`src/rtl/multi_channel_crc_serializer_if.sv`:
```
// multi_channel_crc_serializer_if: requester bus plus serial-line outputs of the CRC serializer.
interface multi_channel_crc_serializer_if #(
   parameter int CHANNELS  = 4,
   parameter int PAYLOAD_W = 32,
   parameter int CRC_W     = 8
);
   localparam int IDX_W = CHANNELS > 1 ? $clog2(CHANNELS) : 1;
   logic                          enable;
   logic [CHANNELS-1:0]           ch_valid;
   logic [CHANNELS*PAYLOAD_W-1:0] ch_payload;
   logic [CHANNELS-1:0]           ch_mode;
   logic [CHANNELS-1:0]           ch_grant;
   logic [IDX_W-1:0]              cur_ch;
   logic                          busy;
   logic                          packet;
   logic                          done_tick;
   logic [CRC_W-1:0]              crc_out;
   modport master (
      output enable, ch_valid, ch_payload, ch_mode,
      input  ch_grant, cur_ch, busy, packet, done_tick, crc_out
   );
   modport slave (
      input  enable, ch_valid, ch_payload, ch_mode,
      output ch_grant, cur_ch, busy, packet, done_tick, crc_out
   );
endinterface

```
`src/rtl/multi_channel_crc_serializer.sv`:
```
// multi_channel_crc_serializer: round-robin arbiter feeding a start/payload/CRC/stop framed serial line.
module multi_channel_crc_serializer #(
   parameter int               CHANNELS  = 4,
   parameter int               PAYLOAD_W = 32,
   parameter int               CRC_W     = 8,
   parameter logic [CRC_W-1:0] CRC_POLY  = 8'h07,
   parameter logic [CRC_W-1:0] CRC_INIT  = 8'h00
) (
   input logic clk,
   input logic rst_n,
   multi_channel_crc_serializer_if.slave bus
);
   localparam int IDX_W = CHANNELS > 1 ? $clog2(CHANNELS) : 1;
   localparam int CNT_W = $clog2((PAYLOAD_W > CRC_W ? PAYLOAD_W : CRC_W) + 1);

   typedef enum logic [2:0] {IDLE, START, DATA, CRC, STOP} state_t;

   state_t               state, state_n;
   logic [CNT_W-1:0]     cnt, cnt_n;
   logic [PAYLOAD_W-1:0] sh, sh_n;
   logic [CRC_W-1:0]     csh, csh_n;
   logic [CRC_W-1:0]     crc, crc_n, crc_upd;
   logic                 mode, mode_n;
   logic [IDX_W-1:0]     rr_ptr, rr_ptr_n, cur_ch_n, pick, idx;
   logic [CHANNELS-1:0]  grant_n;
   logic                 pick_ok, packet_n, fb;

   // First requester at or after rr_ptr, wrapping.
   always_comb begin
      pick_ok = 1'b0;
      pick    = '0;
      idx     = '0;
      for (int k = 0; k < CHANNELS; k++) begin
         idx = IDX_W'((int'(rr_ptr) + k) % CHANNELS);
         if (!pick_ok && bus.ch_valid[idx]) begin
            pick_ok = 1'b1;
            pick    = idx;
         end
      end
   end

   // Outputs are registered from next-state values, so the grant decision is
   // taken one cycle ahead: in plain IDLE, or in STOP for back-to-back frames.
   always_comb begin
      state_n  = state;
      cnt_n    = cnt;
      sh_n     = sh;
      csh_n    = csh;
      crc_n    = crc;
      mode_n   = mode;
      rr_ptr_n = rr_ptr;
      cur_ch_n = bus.cur_ch;
      grant_n  = '0;
      packet_n = 1'b1;
      fb       = crc[CRC_W-1] ^ bus.packet;
      crc_upd  = {crc[CRC_W-2:0], 1'b0} ^ (fb ? CRC_POLY : '0);
      if (((state == IDLE && bus.ch_grant == '0) || state == STOP) && bus.enable && pick_ok) begin
         grant_n  = CHANNELS'(1) << pick;
         cur_ch_n = pick;
         rr_ptr_n = IDX_W'((int'(pick) + 1) % CHANNELS);
      end
      case (state)
         IDLE:
            if (bus.ch_grant != '0) begin
               state_n  = START;
               packet_n = 1'b0;
               sh_n     = PAYLOAD_W'(bus.ch_payload >> (int'(bus.cur_ch) * PAYLOAD_W));
               mode_n   = bus.ch_mode[bus.cur_ch];
               crc_n    = CRC_INIT;
            end
         START: begin
            state_n  = DATA;
            packet_n = sh[PAYLOAD_W-1];
            sh_n     = sh << 1;
            cnt_n    = CNT_W'(PAYLOAD_W - 1);
         end
         DATA: begin
            crc_n = crc_upd;
            if (cnt != '0) begin
               packet_n = sh[PAYLOAD_W-1];
               sh_n     = sh << 1;
               cnt_n    = cnt - 1'b1;
            end else if (mode) begin
               state_n  = CRC;
               packet_n = crc_upd[CRC_W-1];
               csh_n    = crc_upd << 1;
               cnt_n    = CNT_W'(CRC_W - 1);
            end else
               state_n = STOP;
         end
         CRC:
            if (cnt != '0) begin
               packet_n = csh[CRC_W-1];
               csh_n    = csh << 1;
               cnt_n    = cnt - 1'b1;
            end else
               state_n = STOP;
         STOP:    state_n = IDLE;
         default: state_n = IDLE;
      endcase
   end

   always_ff @(posedge clk or negedge rst_n)
      if (!rst_n) begin
         state         <= IDLE;
         cnt           <= '0;
         sh            <= '0;
         csh           <= '0;
         crc           <= CRC_INIT;
         mode          <= 1'b0;
         rr_ptr        <= '0;
         bus.ch_grant  <= '0;
         bus.cur_ch    <= '0;
         bus.busy      <= 1'b0;
         bus.packet    <= 1'b1;
         bus.done_tick <= 1'b0;
         bus.crc_out   <= '0;
      end else begin
         state         <= state_n;
         cnt           <= cnt_n;
         sh            <= sh_n;
         csh           <= csh_n;
         crc           <= crc_n;
         mode          <= mode_n;
         rr_ptr        <= rr_ptr_n;
         bus.ch_grant  <= grant_n;
         bus.cur_ch    <= cur_ch_n;
         bus.busy      <= state_n != IDLE;
         bus.packet    <= packet_n;
         bus.done_tick <= state == STOP;
         bus.crc_out   <= state == STOP ? crc : bus.crc_out;
      end
endmodule

```
`src/flat_wrapper.sv`:
```
// flat-port wrapper written by rule: the top's interface ports become plain ports
module multi_channel_crc_serializer_flat 
#(
   parameter int               CHANNELS  = 4,
   parameter int               PAYLOAD_W = 32,
   parameter int               CRC_W     = 8,
   parameter logic [CRC_W-1:0] CRC_POLY  = 8'h07,
   parameter logic [CRC_W-1:0] CRC_INIT  = 8'h00
)
  (clk, rst_n, bus_enable, bus_ch_valid, bus_ch_payload, bus_ch_mode, bus_ch_grant, bus_cur_ch, bus_busy, bus_packet, bus_done_tick, bus_crc_out);
  multi_channel_crc_serializer_if #(.CHANNELS(CHANNELS), .PAYLOAD_W(PAYLOAD_W), .CRC_W(CRC_W)) bus_i ();
  input logic clk;
  input logic rst_n;
  input wire logic [$bits(bus_i.enable)-1:0] bus_enable;
  input wire logic [$bits(bus_i.ch_valid)-1:0] bus_ch_valid;
  input wire logic [$bits(bus_i.ch_payload)-1:0] bus_ch_payload;
  input wire logic [$bits(bus_i.ch_mode)-1:0] bus_ch_mode;
  output wire logic [$bits(bus_i.ch_grant)-1:0] bus_ch_grant;
  output wire logic [$bits(bus_i.cur_ch)-1:0] bus_cur_ch;
  output wire logic [$bits(bus_i.busy)-1:0] bus_busy;
  output wire logic [$bits(bus_i.packet)-1:0] bus_packet;
  output wire logic [$bits(bus_i.done_tick)-1:0] bus_done_tick;
  output wire logic [$bits(bus_i.crc_out)-1:0] bus_crc_out;
  assign bus_i.enable = bus_enable;
  assign bus_i.ch_valid = bus_ch_valid;
  assign bus_i.ch_payload = bus_ch_payload;
  assign bus_i.ch_mode = bus_ch_mode;
  assign bus_ch_grant = bus_i.ch_grant;
  assign bus_cur_ch = bus_i.cur_ch;
  assign bus_busy = bus_i.busy;
  assign bus_packet = bus_i.packet;
  assign bus_done_tick = bus_i.done_tick;
  assign bus_crc_out = bus_i.crc_out;
  multi_channel_crc_serializer #(.CHANNELS(CHANNELS), .PAYLOAD_W(PAYLOAD_W), .CRC_W(CRC_W), .CRC_POLY(CRC_POLY), .CRC_INIT(CRC_INIT)) u_core (.clk(clk), .rst_n(rst_n), .bus(bus_i));
endmodule
```
`config.mk`:
```
export PLATFORM = sky130hd
export DESIGN_NAME = multi_channel_crc_serializer_flat
export DESIGN_NICKNAME = d
export VERILOG_FILES = /design/src/rtl/multi_channel_crc_serializer_if.sv /design/src/rtl/multi_channel_crc_serializer.sv /design/src/flat_wrapper.sv
export SDC_FILE = /design/constraint.sdc
export NUM_CORES = 1
export LEC_CHECK = 0
export CAP_MARGIN = 10
export CELL_PAD_IN_SITES_DETAIL_PLACEMENT = 1
export CELL_PAD_IN_SITES_GLOBAL_PLACEMENT = 1
export CORE_ASPECT_RATIO = 1.1
export CORE_MARGIN = 2
export CORE_UTILIZATION = 30
export CTS_BUF_LIST = sky130_fd_sc_hd__clkbuf_4
export CTS_CLUSTER_DIAMETER = 120
export DETAILED_ROUTE_END_ITERATION = 10
export PLACE_DENSITY_LB_ADDON = 0.1
export SYNTH_ARGS = -nofsm -noshare
export SYNTH_HDL_FRONTEND = slang
export SYNTH_SLANG_ARGS = --single-unit
```
`constraint.sdc`:
```
create_clock -name clk -period 2.8 [get_ports clk]
set_input_delay 0.42 -clock clk [delete_from_list [all_inputs] [get_ports clk]]
set_output_delay 0.42 -clock clk [all_outputs]
set_load 0.005 [all_outputs]
```
=== Word level (Yosys, flattened, before mapping) ===
Index checks and enable logic that the tools add are counted.

* Add/subtract/negate cells: 5
* Order comparisons: 5
* Equality and inequality tests: 10
* Shift-type cells: 2
* Mux-type cells: 43
* Bitwise logic cells: 2
* Reduce and logical (&&, ||, !) cells: 24

{| class="wikitable"
|+ Operators with widths
! operator !! count
|-
| 128-bit by 7-bit >> shifter with 32-bit output || 1
|-
| 32-bit one-hot mux with 3 select lines || 1
|-
| 32-bit two-way mux || 2
|-
| 8-bit two-way mux || 4
|-
| 8-bit one-hot mux with 2 select lines || 2
|-
| 6-bit two-way mux || 3
|-
| 6-bit one-hot mux with 3 select lines || 1
|-
| 2-bit by 3-bit less-than comparator with 1-bit output (second input constant) || 5
|-
| 3-bit two-way mux || 5
|-
| 1-bit two-way mux || 13
|-
| 3-bit one-hot mux with 4 select lines || 1
|-
| 1-bit binary-select mux with 2-bit select || 5
|-
| 3-bit nonzero test || 3
|-
| 2-bit two-way mux || 4
|-
| 8-bit XOR || 1
|-
| 3-bit by 2-bit equality test with 1-bit output (second input constant) || 2
|-
| 1-bit logical AND || 6
|-
| 2-bit by 1-bit != test with 1-bit output (second input constant) || 3
|-
| 3-bit AND reduction || 2
|-
| 6-bit nonzero test || 1
|-
| 6-bit by 1-bit subtractor with 6-bit output (second input constant) || 1
|-
| 2-bit by 1-bit adder with 2-bit output (second input constant) || 2
|-
| 2-bit adder (second input constant) || 2
|-
| 4-bit logical NOT || 1
|-
| 15 further kinds || 20
|}

* Flip-flop bits (word level): 77
* Input bits: 139
* Logic and storage cells: 104

=== Longest topological paths before layout ===
Gate-level depths: netlist (run 1).

* Word-level depth: 14
* Mapped depth: 7
* Depth with buffers taken out: 7

=== Least setup slack after synthesis (run 1) ===
No wires, ideal clock.

* Path type: register to register
* Start point: reg u_core.bus.cur_ch[1]
* End point: reg u_core.sh[2]
* Arrival time: 1788 ps
* Data required time: 2675 ps
* Slack: 887 ps
* Cell stages (with the launch flop): 6
* Path buffers: 2
* Clock period less this slack: 1913 ps
* Path through: dfrtp_1 > clkbuf_1 > clkbuf_1 > mux4_2 > mux2_1 > mux2_4

* Longest elaborated chain between the ends: 3

{| class="wikitable"
|+ RTL lines
! what !! line !! source
|-
| from (decl) || multi_channel_crc_serializer_if.sv:24 || <nowiki>output ch_grant, cur_ch, busy, packet, done_tick, crc_out</nowiki>
|-
| from (signal assigned) || multi_channel_crc_serializer.sv:127 || <nowiki>bus.cur_ch <= cur_ch_n;</nowiki>
|-
| 128-bit by 7-bit >> shifter with 32-bit output || multi_channel_crc_serializer.sv:67 || <nowiki>sh_n = PAYLOAD_W'(bus.ch_payload >> (int'(bus.cur_ch) * PAYLOAD_W));</nowiki>
|-
| 32-bit two-way mux || multi_channel_crc_serializer.sv:64 || <nowiki>if (bus.ch_grant != '0) begin</nowiki>
|-
| 32-bit one-hot mux with 3 select lines || multi_channel_crc_serializer.sv:62 || <nowiki>case (state)</nowiki>
|-
| to (signal assigned) || multi_channel_crc_serializer.sv:121 || <nowiki>sh <= sh_n;</nowiki>
|-
| to (decl) || multi_channel_crc_serializer.sv:20 || <nowiki>logic [PAYLOAD_W-1:0] sh, sh_n;</nowiki>
|}

Every way passes these cells. The select of a mux whose other input is x is not followed.
A chain may end at the register's enable or synchronous reset.

=== Worst setup path after layout (run 1) ===
* Start point: reg u_core.cnt[0]
* End point: reg u_core.sh[23]

* Longest elaborated chain between the ends: 3

{| class="wikitable"
|+ RTL lines
! what !! line !! source
|-
| from (decl) || multi_channel_crc_serializer.sv:19 || <nowiki>logic [CNT_W-1:0] cnt, cnt_n;</nowiki>
|-
| from (signal assigned) || multi_channel_crc_serializer.sv:120 || <nowiki>cnt <= cnt_n;</nowiki>
|-
| 6-bit nonzero test || multi_channel_crc_serializer.sv:79 || <nowiki>if (cnt != '0) begin</nowiki>
|-
| 2-bit by 1-bit != test with 1-bit output (no line) || -- ||
|-
| 3-bit AND reduction (no line) || -- ||
|}

Every way passes these cells.

==> results of run 1 <==
-- layout make-up --
type	instances	area share (%)
antenna	1	0.0383
clock buffer	9	1.03
clock inverter	7	0.880
inverter	9	0.517
multi-input combinational	229	39.0
sequential	76	29.1
tap	196	3.75
timing repair buffer	168	25.6
-- routing by layer --
layer | vias up | track usage, %
met5 | - | 0
met4 | 0 | 5.36
met1 | 1796 | 19.9
met3 | 15 | 3.40
li1 | 1620 | -
met2 | 93 | 27.8
-- synth_stat cells, drive strengths merged (3+ instances only) --
library cell / n / area, um2
mux4: 33 / 743
o21ai: 9 / 60.1
o211ai: 4 / 35.0
nor3: 3 / 20.0
nand2: 12 / 45.0
clkbuf: 6 / 22.5
inv: 9 / 33.8
mux2: 72 / 923
nor3b: 3 / 27.5
nor4: 3 / 18.8
and2: 6 / 37.5
nor2: 9 / 36.3
ha: 6 / 75.1
xnor2: 4 / 35.0
dfrtp: 75 / 1880
a21oi: 15 / 86.3
a2bb2oi: 4 / 35.0
buf: 12 / 130
a22o: 6 / 52.6
o22ai: 7 / 43.8
-- flip-flops by register name (all words and copies together), names as in the netlist --
| register | flops |
|---|---|
| u_core.state | 3 |
| u_core.csh | 7 |
| u_core.bus.ch_grant | 4 |
| u_core.bus.crc_out | 8 |
| u_core.bus.cur_ch | 2 |
| u_core.rr_ptr | 2 |
| u_core.crc | 8 |
| u_core.sh | 32 |
| u_core.bus.done_tick | 1 |
| u_core.cnt | 6 |
| u_core.bus.packet | 1 |
| u_core.bus.busy | 1 |
| u_core.mode | 1 |
-- placed cells by master (no fill, tap or decap), types with 3 or more instances in the layout --
cell,instances
sky130_fd_sc_hd__o22ai_1,7
sky130_fd_sc_hd__xnor2_1,4
sky130_fd_sc_hd__nand2_1,12
sky130_fd_sc_hd__a22o_1,6
sky130_fd_sc_hd__inv_1,9
sky130_fd_sc_hd__and2_1,6
sky130_fd_sc_hd__a2bb2oi_1,4
sky130_fd_sc_hd__nor4_1,3
sky130_fd_sc_hd__nor2_1,7
sky130_fd_sc_hd__mux2_2,38
sky130_fd_sc_hd__o21ai_0,7
sky130_fd_sc_hd__mux4_2,33
sky130_fd_sc_hd__clkdlybuf4s50_1,154
sky130_fd_sc_hd__mux2_1,4
sky130_fd_sc_hd__dfrtp_1,74
sky130_fd_sc_hd__a21oi_1,14
sky130_fd_sc_hd__ha_1,6
sky130_fd_sc_hd__clkbuf_4,9
sky130_fd_sc_hd__buf_4,11
sky130_fd_sc_hd__mux2_4,30
sky130_fd_sc_hd__o211ai_1,3
-- cell families (layout without fill, tap and decap cells) --
family	count (synthesis)	count (layout)
xor+xnor	5	5
simple gates	49	49
fa+ha+maj	6	6
flops	76	76
compound gates	63	63
other cells	0	1
buf+inv	27	193
mux	106	106
-- worst paths after layout --
path                                        from                    end  slack (ns)
setup / recovery                   u_core.cnt[0]          u_core.sh[23]        0.20
hold / removal                             rst_n          u_core.cnt[1]        0.41
setup reg to reg                   u_core.cnt[0]          u_core.sh[23]        0.20
hold reg to reg            u_core.bus.crc_out[7]  u_core.bus.crc_out[7]        0.52
max in group asynchronous                  rst_n      u_core.bus.packet        1.76
min in group clk           u_core.bus.crc_out[7]  u_core.bus.crc_out[7]        0.52
-- per-stage QoR --
| step | setup slack (ns) | instance area (um2) | hold WS [ns] | power (mW) | util [%] |
|---|---|---|---|---|---|
| final | 0.199 | 6540 | 0.412 | 6.83 | 43.4 |
| after global routing | 0.0737 | 6540 | 0.417 | 7.35 | 43.4 |
| after CTS | 0.188 | 6540 | 0.402 | 6.95 | 43.4 |
| after detailed placement | 0.198 | 6400 | 0.383 | 6.27 | 42.5 |
| after global placement | 0.273 | 6400 | 0.370 | 6.15 | 42.5 |
| after floorplan | 0.887 | 4630 | 0.124 | 5.35 | - |
-- power by group through the flow --
stage                     logic [mW]  clock network (mW)  registers [mW]
after global routing            4.61               0.723            2.03
after floorplan                 3.51                   0            1.84
after CTS                       4.31               0.680            1.96
final                           4.22               0.647            1.96
after global placement          4.18                   0            1.96
after detailed placement        4.30                   0            1.97
==> results.md, run 1 <==
STA:
- Setup violations remaining at the end of the flow were counted as 0.
- Adding up every negative setup slack in the final design gives 0 ns.
- For this run, the top clock speed supported by timing is a little under 400 MHz.
- After layout, the worst path uses ~93% of the clock period.
- The final hold violation count was 0.
- The count of final max-slew check failures is 0.
- The clock arrives with approximately 0.017 ns of skew.
- The worst path needs about 2.6 ns of the cycle, external delays included.
- Headroom to the max-slew limit came out at 38.4%.
- Setup repair after global routing left no endpoint under its margin.
- The actual transition at the worst max-transition pin is between 0.9 and 1 ns.

CTS:
- The quantity of gates resized following cts is 0.
- The clock slew at the register clock pins of the worst setup and hold paths is about 0.14 ns.
- The TritonCTS clock tree is done.
- The worst-case clock buffer depth is 2.
- The total setup buffers inserted after CTS is 0.
- The clock tree root buffer cell is sky130_fd_sc_hd__clkbuf_4.
- In this run the number of H-tree levels came out at 3.
- The insertion delay of the later-clocked pin in the worst-skew pair is between 0.4 and 0.5 ns.
- The cts-stage hold buffer count is 1.
- The tree built by TritonCTS fans out to between 70 and 80 sinks.
- TritonCTS created 9 clock buffers.

Setup path:
- Walking the worst path, the cells encountered are inv_1 > ha_1 > or3b_1 > o211ai_2 > a21oi_4 > buf_4 > mux2_4.
- The arrival time at the worst endpoint is 2.96 ns.
- The sort of element at the start of the critical path is a register.
- At the worst endpoint, the required time is between 3 and 4 ns.
- The critical-path cell with the highest stage delay is sky130_fd_sc_hd__a21oi_4.
- The sort of element at the end of the critical path is a register.
- The logic depth of the worst path, buffers included is 7.
- The stage delay of the slowest cell on the critical path is roughly 0.75 ns.
- The critical path buffer and inverter count is 2.
- For the worst flop-to-flop path, the logic depth is 7.
- The worst setup path is of the reg2reg kind.
- Of all nets on the critical path, the largest fanout is 21.
- The gate family responsible for the most delay along the worst path is compound AO/OA/AOI/OAI gates.

Logic synthesis:
- The synthesized-area fraction occupied by xor and xnor cells is less than 1%.
- Counting every net in the synthesized netlist gives between 400 and 500.
- Counting flops with a built-in enable in the synthesized netlist gives 0.
- Summing the areas of all and, or, nand and nor instances in the mapped netlist gives approximately 5.9% of the synthesized area.
- The post-synthesis instance area is between 4000 and 5000 um2.
- In this run the mean area of a mapped cell was approximately 14 um2.
- Sequential cells were found to cover 41.1% of the synthesized design area.
- Of the total synthesized cell area, the portion taken by full adders, half adders and majority gates is between 1.5 and 2%.
- The cell count after synthesis came out at between 300 and 400.
- Summing the areas of all compound-gate instances in the mapped netlist gives 10.2% of the synthesized area.
- The top flip-flop cell by instance count after synthesis is sky130_fd_sc_hd__dfrtp_1.
- During synthesis, Yosys emitted a total of 0 warnings.
- The count of state elements after synthesis is 76.
- After synthesis, the largest family of logic cells by area is multiplexers.
- Measured against the total synthesized area, the mux share comes to a little over a third.
- For this run, asynchronously set or reset flops after synthesis account for 100%.
- Yosys mapped the design onto 58 distinct sky130hd cell types.

Placed design:
- The detailed placer's ending HPWL is 9.96 mm.
- The number of port buffers is between 150 and 200.
- The global placement routability congestion is between 0.7 and 0.8.
- The number of placed instances, taps included, is a little under 700.

Power and ir drop:
- The worst IR drop on VDD is approximately 0.00043 V.
- The part of the power in registers is between 20% and 30%.
- The total net switching power is about 2.5 mW.
- In this run the power density over the cells is approximately 1000 nW/um2.
- The part of the power in the clock network is under 10%.
- The switching share of power is a little under two fifths.
- The share of total power in combinational logic is 61.8%.
- The static leakage power is about 2.6 nW.
- The cell internal power dissipation is approximately 4.3 mW.

GRT:
- The number of global-route vias before repair came to between 3000 and 4000.
- The total overflow left after global routing is 0.
- The initial antenna violation count is 1.
- Entering global routing, the biggest net connects 51 pins.
- The first-pass GRT wire length is 20.5 mm.
- The global router's overall resource usage is between 10% and 20%.

Cells and area:
- In the final layout, flip-flops and latches occupy about 1900 um2.
- The filler cells instantiated in the layout total around 1600.
- The post-route netlist has 29.3% of its cells at a drive strength greater than 1.
- Summing all multi-input logic gate instances after layout gives roughly 2600 um2.
- Compared with the post-synthesis result, the final layout area differs by 41.1%.
- The number of nets in the layout is around 640.
- The count of cells in the finished layout, fillers not included, comes to 695.

Status:
- The run finished with clean final reports.

Routing:
- The routed length on met1 is between 5 and 6 mm.
- In the final routed layout, each cell accounts on average for 18.4 um.
- The remaining routing DRC violations is 0.
- The vias after detailed routing is roughly 3500.
- The detailed-routed wire length on met2 is 6.68 mm.
- The first routing iteration left approximately 170 violations.
- For this run, the detailed router's first-pass iteration total came to 4.
- The overall routed net length is 12.8 mm.
- After detailed routing, the number of vias per cell comes to 5.07.
- Signal routing reaches up to met4.
- The detailed route wirelength on metal3 is ~550 um.
- The count of nets left with antenna violations once routing finished came out at 0.

Floorplan:
- Measured along the y axis, the die boundary spans roughly 130 um.
- The starting utilization of the core area is 30.8%.
- In this run the horizontal extent of the chip is roughly 120 um.
- The core outline area is between 15000 and 20000 um2.
- The number of top-level pins is approximately 160.
- In this run the core area contains 47 standard-cell rows.
- The die covers about 16000 um2.

Min path:
- The kind of path behind the tightest hold check is in2async.

Run:
- The max-capacitance violation count is 0.
No activity file was read; power rests on OpenSTA's default activity.
==> run 2, diff against run 1 <==
--- a/config.mk
+++ b/config.mk
@@ -14,7 +14,9 @@
 export CTS_BUF_LIST = sky130_fd_sc_hd__clkbuf_4
 export CTS_CLUSTER_DIAMETER = 120
 export DETAILED_ROUTE_END_ITERATION = 10
+export HOLD_SLACK_MARGIN = 0.03
 export PLACE_DENSITY_LB_ADDON = 0.1
+export SETUP_SLACK_MARGIN = 0.15
 export SYNTH_ARGS = -nofsm -noshare
 export SYNTH_HDL_FRONTEND = slang
 export SYNTH_SLANG_ARGS = --single-unit
==> constraint.sdc (replaced) <==
create_clock -name clk -period 3 [get_ports clk]
set_input_delay 0.45 -clock clk [delete_from_list [all_inputs] [get_ports clk]]
set_output_delay 0.45 -clock clk [all_outputs]
set_load 0.005 [all_outputs]
==> run 2 against run 1 <==
Effect of this change:
- via count fell by 0.82%
- critical path depth stayed put
- critical endpoint is now u_core.sh[21]
- sequential power fell by 5%
- cell count decreased by 0.72%
- final area down 1.0%
- wire length fell by 1.8%
- count of clock-buffer cells in the layout increased by 3
- register-to-register slack improved by 0.39 ns
- die area unchanged
- worst setup slack gained 0.39 ns
- hold slack worse by 0.25 ns
==> results.md, run 2 (same netlist as run 1, synthesis figures left out) <==
Setup path:
- Setup slack on the worst reg-to-reg path comes out at between 0.5 and 0.6 ns.
- The required time of the critical path is approximately 3.3 ns.
- The largest fanout on the critical path is 12.
- For this run, the slowest stage of the critical path takes 0.54 ns.
- The sort of element at the end of the critical path is a register.
- The critical-path cell with the highest stage delay is sky130_fd_sc_hd__a21oi_4.
- Data arrives at the worst endpoint at about 2.7 ns.
- Traced cell by cell, the critical path runs through inv_1 > ha_1 > or3b_1 > o211ai_2 > a21oi_4 > buf_4 > mux2_4.
- The type of the worst setup path is reg2reg.
- STA classifies the critical path startpoint as a register.

CTS:
- The later pin in the worst-skew pair is clocked with a latency of 0.46 ns.
- The number of sinks handled by clock tree synthesis is 76.
- Clock-pin slew was measured on the worst setup and hold paths at 0.11 ns.
- TritonCTS built the clock tree.
- TritonCTS created 9 clock buffers.
- In this run the post-CTS setup repair buffer count came out at 0.
- The cell sitting at the root of the clock tree is a sky130_fd_sc_hd__clkbuf_4.
- The deepest level of the CTS H-tree is 3.
- The cts-stage hold buffer count is 0.
- The worst-case clock buffer depth is 2.
- Once the clock tree was built, the resizer swapped 0 gates to a different size.

STA:
- For the pin with the worst max-slew slack, the measured transition is 1.01 ns.
- The worst pin sits at a relative slew slack of between 30% and 40%.
- The final setup skew is 0.0261 ns.
- Adding up every negative setup slack in the final design gives 0 ns.
- Static timing analysis puts the maximum clock frequency at 414 MHz.
- Of the available clock period, the critical path in the final layout requires 80.5%.
- The final hold violation count came to 0.
- The count of final max-slew check failures was 0.
- The final critical delay including setup and external delays is 2.42 ns.
- The final setup violation count is 0.
- Setup repair after global routing left no endpoint under its margin.

Cells and area:
- The layout has about 1600 filler cells.
- The fraction of final layout cells with drive strength greater than 1 is roughly 28%.
- The multi-input combinational cell area is roughly 2600 um2.
- Summing all non-filler instances in the final layout gives an area of roughly 6500 um2.
- In the final layout, the registers with the most flip-flops are u_core.sh: 32 flops, u_core.bus.crc_out: 8 flops, u_core.crc: 8 flops.
- From synthesis to final layout, the design area changed by 39.6%.
- Ranked by flip-flop count, first place goes to u_core.sh.
- In the final design database the tool counted roughly 630 nets.
- Leaving out fill and tap cells, the most frequent cell in the layout is sky130_fd_sc_hd__clkdlybuf4s50_1.
- The register with the most flip-flops in the layout has 32 of them.
- In the layout the commonest cells are sky130_fd_sc_hd__clkdlybuf4s50_1 (154), sky130_fd_sc_hd__dfrtp_1 (74), sky130_fd_sc_hd__mux2_2 (38).
- The share of the core filled with cells is 43.0%.
- The sequential cell area in the final layout is between 1500 and 2000 um2.
- The finished layout holds between 600 and 700 standard cells, fillers aside.

Power and ir drop:
- The power per cell area is 971 nW/um2.
- The static leakage power is roughly 2.6 nW.
- Across the VDD grid, the largest voltage drop is 0.000406 V.

GRT:
- The global router's overall resource usage is around 16%.
- The first global-routing pass estimated 20.5 mm of wire.
- The initial antenna violation count is 1.
- The largest net degree at the start of global routing is 77.
- The number of global-route vias before repair came to 4036.
- The total overflow left after global routing is 0.

Routing:
- The remaining routing DRC violations is 0.
- The overall routed net length is 12.6 mm.
- The first detailed-routing pass took 4 iterations.
- For this block, the initial DRC count from the detailed router was 96.
- The routed via count divided by cell count is approximately 5.1.
- The routed wire length per instance is about 18 um.
- In this run the remaining antenna-violating nets after routing total 0.
- The vias after detailed routing is roughly 3500.

Placed design:
- The HPWL after detailed placement is 9.53 mm.
- Routability-driven placement finished with a final weighted congestion of 0.799.
- The number of placed cells counting well taps is approximately 670.
- The number of port buffers is ~160.
- After detailed placement, the total cell area comes to ~6300 um2.

Floorplan:
- The floorplan row count is 47.
- The die is ~130 um tall.
- The die covers around 16000 um2.
- The die extent in x is between 100 and 150 um.
- 156 I/O pins were placed.
- The core outline area is 15100 um2.
- The starting utilization of the core area is 30.8%.

Min path:
- The kind of path behind the tightest hold check is in2async.

Run:
- The max-capacitance violation count is 0.

Status:
- The run finished with clean final reports.
## run 2: cell types whose count changed in the layout (fill, tap and decap cells not counted), sizes merged
cell and change:
buf -5, inv -3, dlygate4sd3 -1, clkbuf +3
clkinv +1, clkinvlp -1, a21oi +1
## run 2: final timing paths
check,startpoint,to,depth (start not counted)
setup / recovery,u_core.cnt[0],u_core.sh[21],7
setup reg to reg,u_core.cnt[0],u_core.sh[21],7
max in group asynchronous,rst_n,u_core.bus.cur_ch[0],1
hold reg to reg,u_core.bus.crc_out[5],u_core.bus.crc_out[5],1
min in group clk,u_core.bus.crc_out[5],u_core.bus.crc_out[5],1
hold / removal,rst_n,u_core.bus.crc_out[3],1
## run 2: cell type report
cell class / count / share of cell area, %
clock buffers: 12 / 1.39
well taps: 196 / 3.79
diodes: 1 / 0.0387
clock inverters: 4 / 0.290
repair buffers: 162 / 24.9
flip-flops and latches: 76 / 29.4
inverters: 9 / 0.522
multi-input cells: 230 / 39.6
## run 2: worst max-delay path: cells and delay by family (launching register included)
family	cells	cell delay [ns]
muxes	1	0.31
and+or+nand+nor	1	0.25
DFF	1	0.39
buffers and inverters	2	0.42
AOI/OAI and AO/OA	2	0.71
adders and majority gates	1	0.21
## run 2: through the flow
stage	hold slack (ns)	setup WS [ns]	total power, mW
final	0.157	0.585	6.28
after global routing	0.206	0.396	6.82
after CTS	0.165	0.223	6.38
after detailed placement	0.493	0.243	5.80
after global placement	0.489	0.310	5.71
after floorplan	0.154	1.09	5.00
## run 2: power breakdown
part           leakage (nW)  internal (mW)  switching (mW)
combinational          1.61           2.33            1.55
sequential            0.924           1.49           0.369
clock                0.0601          0.191           0.354
total                  2.59           4.01            2.28
## run 2: per-layer routing
metal,vias to the layer above,routed length [um],GRT usage (%)
met5,-,0,0
met4,0,179,5.24
met3,12,641,4.29
met2,97,6530,27.7
met1,1777,5210,19.4
li1,1609,-,-
==> run 3, diff against run 2 <==
==> constraint.sdc (replaced) <==
create_clock -name clk -period 2.1 [get_ports clk]
set_input_delay 0.315 -clock clk [delete_from_list [all_inputs] [get_ports clk]]
set_output_delay 0.315 -clock clk [all_outputs]
set_load 0.005 [all_outputs]
==> run 3 against run 2 <==
Effect of this change:
- non-clock buffer count rose by 29
- worst setup slack got worse by 0.43 ns
- global-route usage is 0.68 points higher
- register-to-register slack lost 0.43 ns
- combinational power up 64%
- cell count grew 4.1%
- first-iteration DRC count rose by 26%
- sequential cell count unchanged
- sequential power grew 41%
- via count grew 3.5%
- hold slack improved by 0.20 ns
- core utilization increased by 2.3 points
- highest routed layer unchanged
==> results.md, run 3 (same netlist as run 1, synthesis figures left out) <==
Status:
- The flow ran to the end, and the final reports show no timing, DRC or antenna violations.

STA:
- Setup violations remaining at the end of the flow were counted as 0.
- The final hold violation count came to 0.
- Setup repair after global routing could not meet its margin everywhere.
- The actual transition at the worst max-transition pin is approximately 0.54 ns.
- The final critical delay including setup and external delays is ~1.9 ns.
- Hold is met by 0.358 ns.
- The summed negative setup slack over all endpoints is 0 ns.
- The final cycle utilization of the critical path is roughly 90%.
- The count of final max-slew check failures is 0.
- Between clock sinks in the finished design, the worst skew comes to ~0.027 ns.
- In this run the tightest slew margin relative to its limit is around 64%.
- Derived from the worst setup path, the maximum achievable clock frequency is a little over 500 MHz.
- The worst path meets setup with around 0.16 ns of slack.

GRT:
- The first-pass GRT wire length is between 20 and 25 mm.
- The initial antenna violation count is 1.
- The largest net degree at the start of global routing is 43.
- The number of global-route vias before repair is approximately 4100.
- Global routing finished with a remaining overflow of 0.
- The global router's overall resource usage is between 10% and 20%.

Routing:
- For this block, the initial DRC count from the detailed router was 121.
- The routed layout has around 3600 vias.
- After detailed routing, the number of remaining DRC violations is 0.
- The first TritonRoute pass finished after 4 iterations.
- The count of nets left with antenna violations after detail routing is 0.
- The overall routed net length is approximately 13 mm.
- The routed wire length per instance is around 18 um.
- The routed via count divided by cell count is 5.04.

CTS:
- The worst-case clock buffer depth is 2.
- TritonCTS created 9 clock buffers.
- The clock tree root buffer cell is sky130_fd_sc_hd__clkbuf_4.
- The deepest level of the CTS H-tree is 3.
- Clock latency on the worst-skew pair, taken at its later pin, is 0.45 ns.
- The TritonCTS clock tree is done.
- The clock slew at the register clock pins of the worst setup and hold paths is ~0.15 ns.
- The clock net in this run drives a total of between 70 and 80 sinks.

Setup path:
- Counting cells, the worst reg-to-reg path comes to 7.
- At the worst endpoint, the arrival time is roughly 2.3 ns.
- The stage delay of the slowest cell on the critical path is ~0.42 ns.
- Along the worst path, the maximum fanout reaches 8.
- The type of the worst setup path is reg2reg.
- The sort of element at the end of the critical path is a register.
- For this design, the slowest cell found on the critical path is sky130_fd_sc_hd__dfrtp_1.
- The required time of the critical path is approximately 2.4 ns.
- The critical path goes through inv_2 > ha_4 > or3b_4 > o211ai_4 > a21oi_4 > clkbuf_16 > mux2_4.
- The sort of element at the start of the critical path is a register.

Floorplan:
- The floorplan step defined a die boundary enclosing approximately 16000 um2.
- The vertical die dimension is approximately 130 um.
- From left edge to right edge, the die measures between 100 and 150 um.
- Once the floorplan was initialized, standard cells occupied between 30 and 40% of the core.
- For this design the top-level I/O count stands at approximately 160.
- Row generation in the floorplan step produced 47 rows.
- The floorplan step defined a core boundary enclosing approximately 15000 um2.

Placed design:
- Once placement completed, the tool counted placed cells totaling approximately 690.
- The number of port buffers is about 160.
- The setup slack at placement is roughly 0.0035 ns.
- The global placement routability congestion is roughly 0.81.
- The HPWL after detailed placement is 10.0 mm.

Power and ir drop:
- The static leakage power is around 2.8 nW.
- The power per cell area is between 1000 and 1500 nW/um2.
- The worst IR drop on VDD is between 0.0005 and 0.0006 V.
- Summing internal, switching and leakage power gives 9.79 mW.

Cells and area:
- The finished layout holds ~720 standard cells, fillers aside.
- The leading cell type in the layout, fill and taps excluded is sky130_fd_sc_hd__clkdlybuf4s50_1.
- The fraction of final layout cells with drive strength greater than 1 is between 30% and 40%.
- The number of flip-flops in the largest register is 32.
- In the final layout, the registers with the most flip-flops are u_core.sh: 32 flops, u_core.bus.crc_out: 8 flops, u_core.crc: 8 flops.
- The library cells used most frequently in the layout, excluding fill and tap cells, are sky130_fd_sc_hd__clkdlybuf4s50_1 (153), sky130_fd_sc_hd__dfrtp_1 (74), sky130_fd_sc_hd__mux2_2 (36).
- The register with the most flip-flops is u_core.sh.
- In the final design database the tool counted approximately 660 nets.
- The area added between synthesis and finish is 47.1%.

Run:
- Across the run, the number of max-cap violations was 0.

Min path:
- The kind of path behind the tightest hold check is in2async.
run 3: power by group:
group / total [mW] / internal, mW / switching (mW)
clock: 0.810 / 0.247 / 0.563
combinational: 6.36 / 3.90 / 2.45
sequential: 2.63 / 2.13 / 0.501
total: 9.79 / 6.28 / 3.52
run 3: per-stage QoR:
| stage | cell area, um2 | utilization [%] |
|---|---|---|
| finish | 6820 | 45.3 |
| detailed placement | 6540 | 43.5 |
| global route | 6820 | 45.3 |
| CTS | 6760 | 44.9 |
| global placement | 6540 | 43.5 |
| floorplan | 4630 | - |
run 3: worst max-delay path: cells and delay by family (launching register included):
family                   cells  cell delay, ns
flip-flops                   1            0.42
AND/OR/NAND/NOR              1            0.40
AO/OA/AOI/OAI                2            0.31
adder cells (fa/ha/maj)      1            0.13
buffers and inverters        2            0.28
multiplexers                 1            0.29
run 3: cell type report:
| class | count | area [um2] |
|---|---|---|
| tap | 196 | 245 |
| sequential | 76 | 1900 |
| clock inverter | 7 | 51.3 |
| timing repair buffer | 191 | 1930 |
| fill | 1643 | 8240 |
| antenna | 1 | 2.50 |
| multi-input combinational | 229 | 2590 |
| clock buffer | 9 | 67.6 |
| inverter | 9 | 33.8 |
run 3: what timing repair did:
item                                   4_1_cts  5_1_grt
hold buffers                                 1        0
setup endpoints to repair                   34       35
setup buffers                                3        3
pin swaps                                    1        3
cloned                                       2        1
gates resized for setup                      7        7
endpoints found under the hold margin       33        0
run 3: metal layers:
layer	track usage, %	vias to the layer above	share of wire [%]
met5	0	-	0
met1	20.6	1844	42
met3	4.46	11	5.2
met2	28.6	97	52
li1	-	1665	-
met4	5.17	0	1.4
run 3: worst paths after layout:
path | startpoint | endpoint | slack [ns]
worst max-delay path | u_core.cnt[0] | u_core.sh[16] | 0.16
worst min-delay path | rst_n | u_core.sh[2] | 0.36
worst max register to register | u_core.cnt[0] | u_core.sh[16] | 0.16
worst min register to register | u_core.bus.crc_out[0] | u_core.bus.crc_out[0] | 0.52
max in group asynchronous | rst_n | u_core.bus.cur_ch[0] | 1.13
min in group clk | u_core.bus.crc_out[0] | u_core.bus.crc_out[0] | 0.52
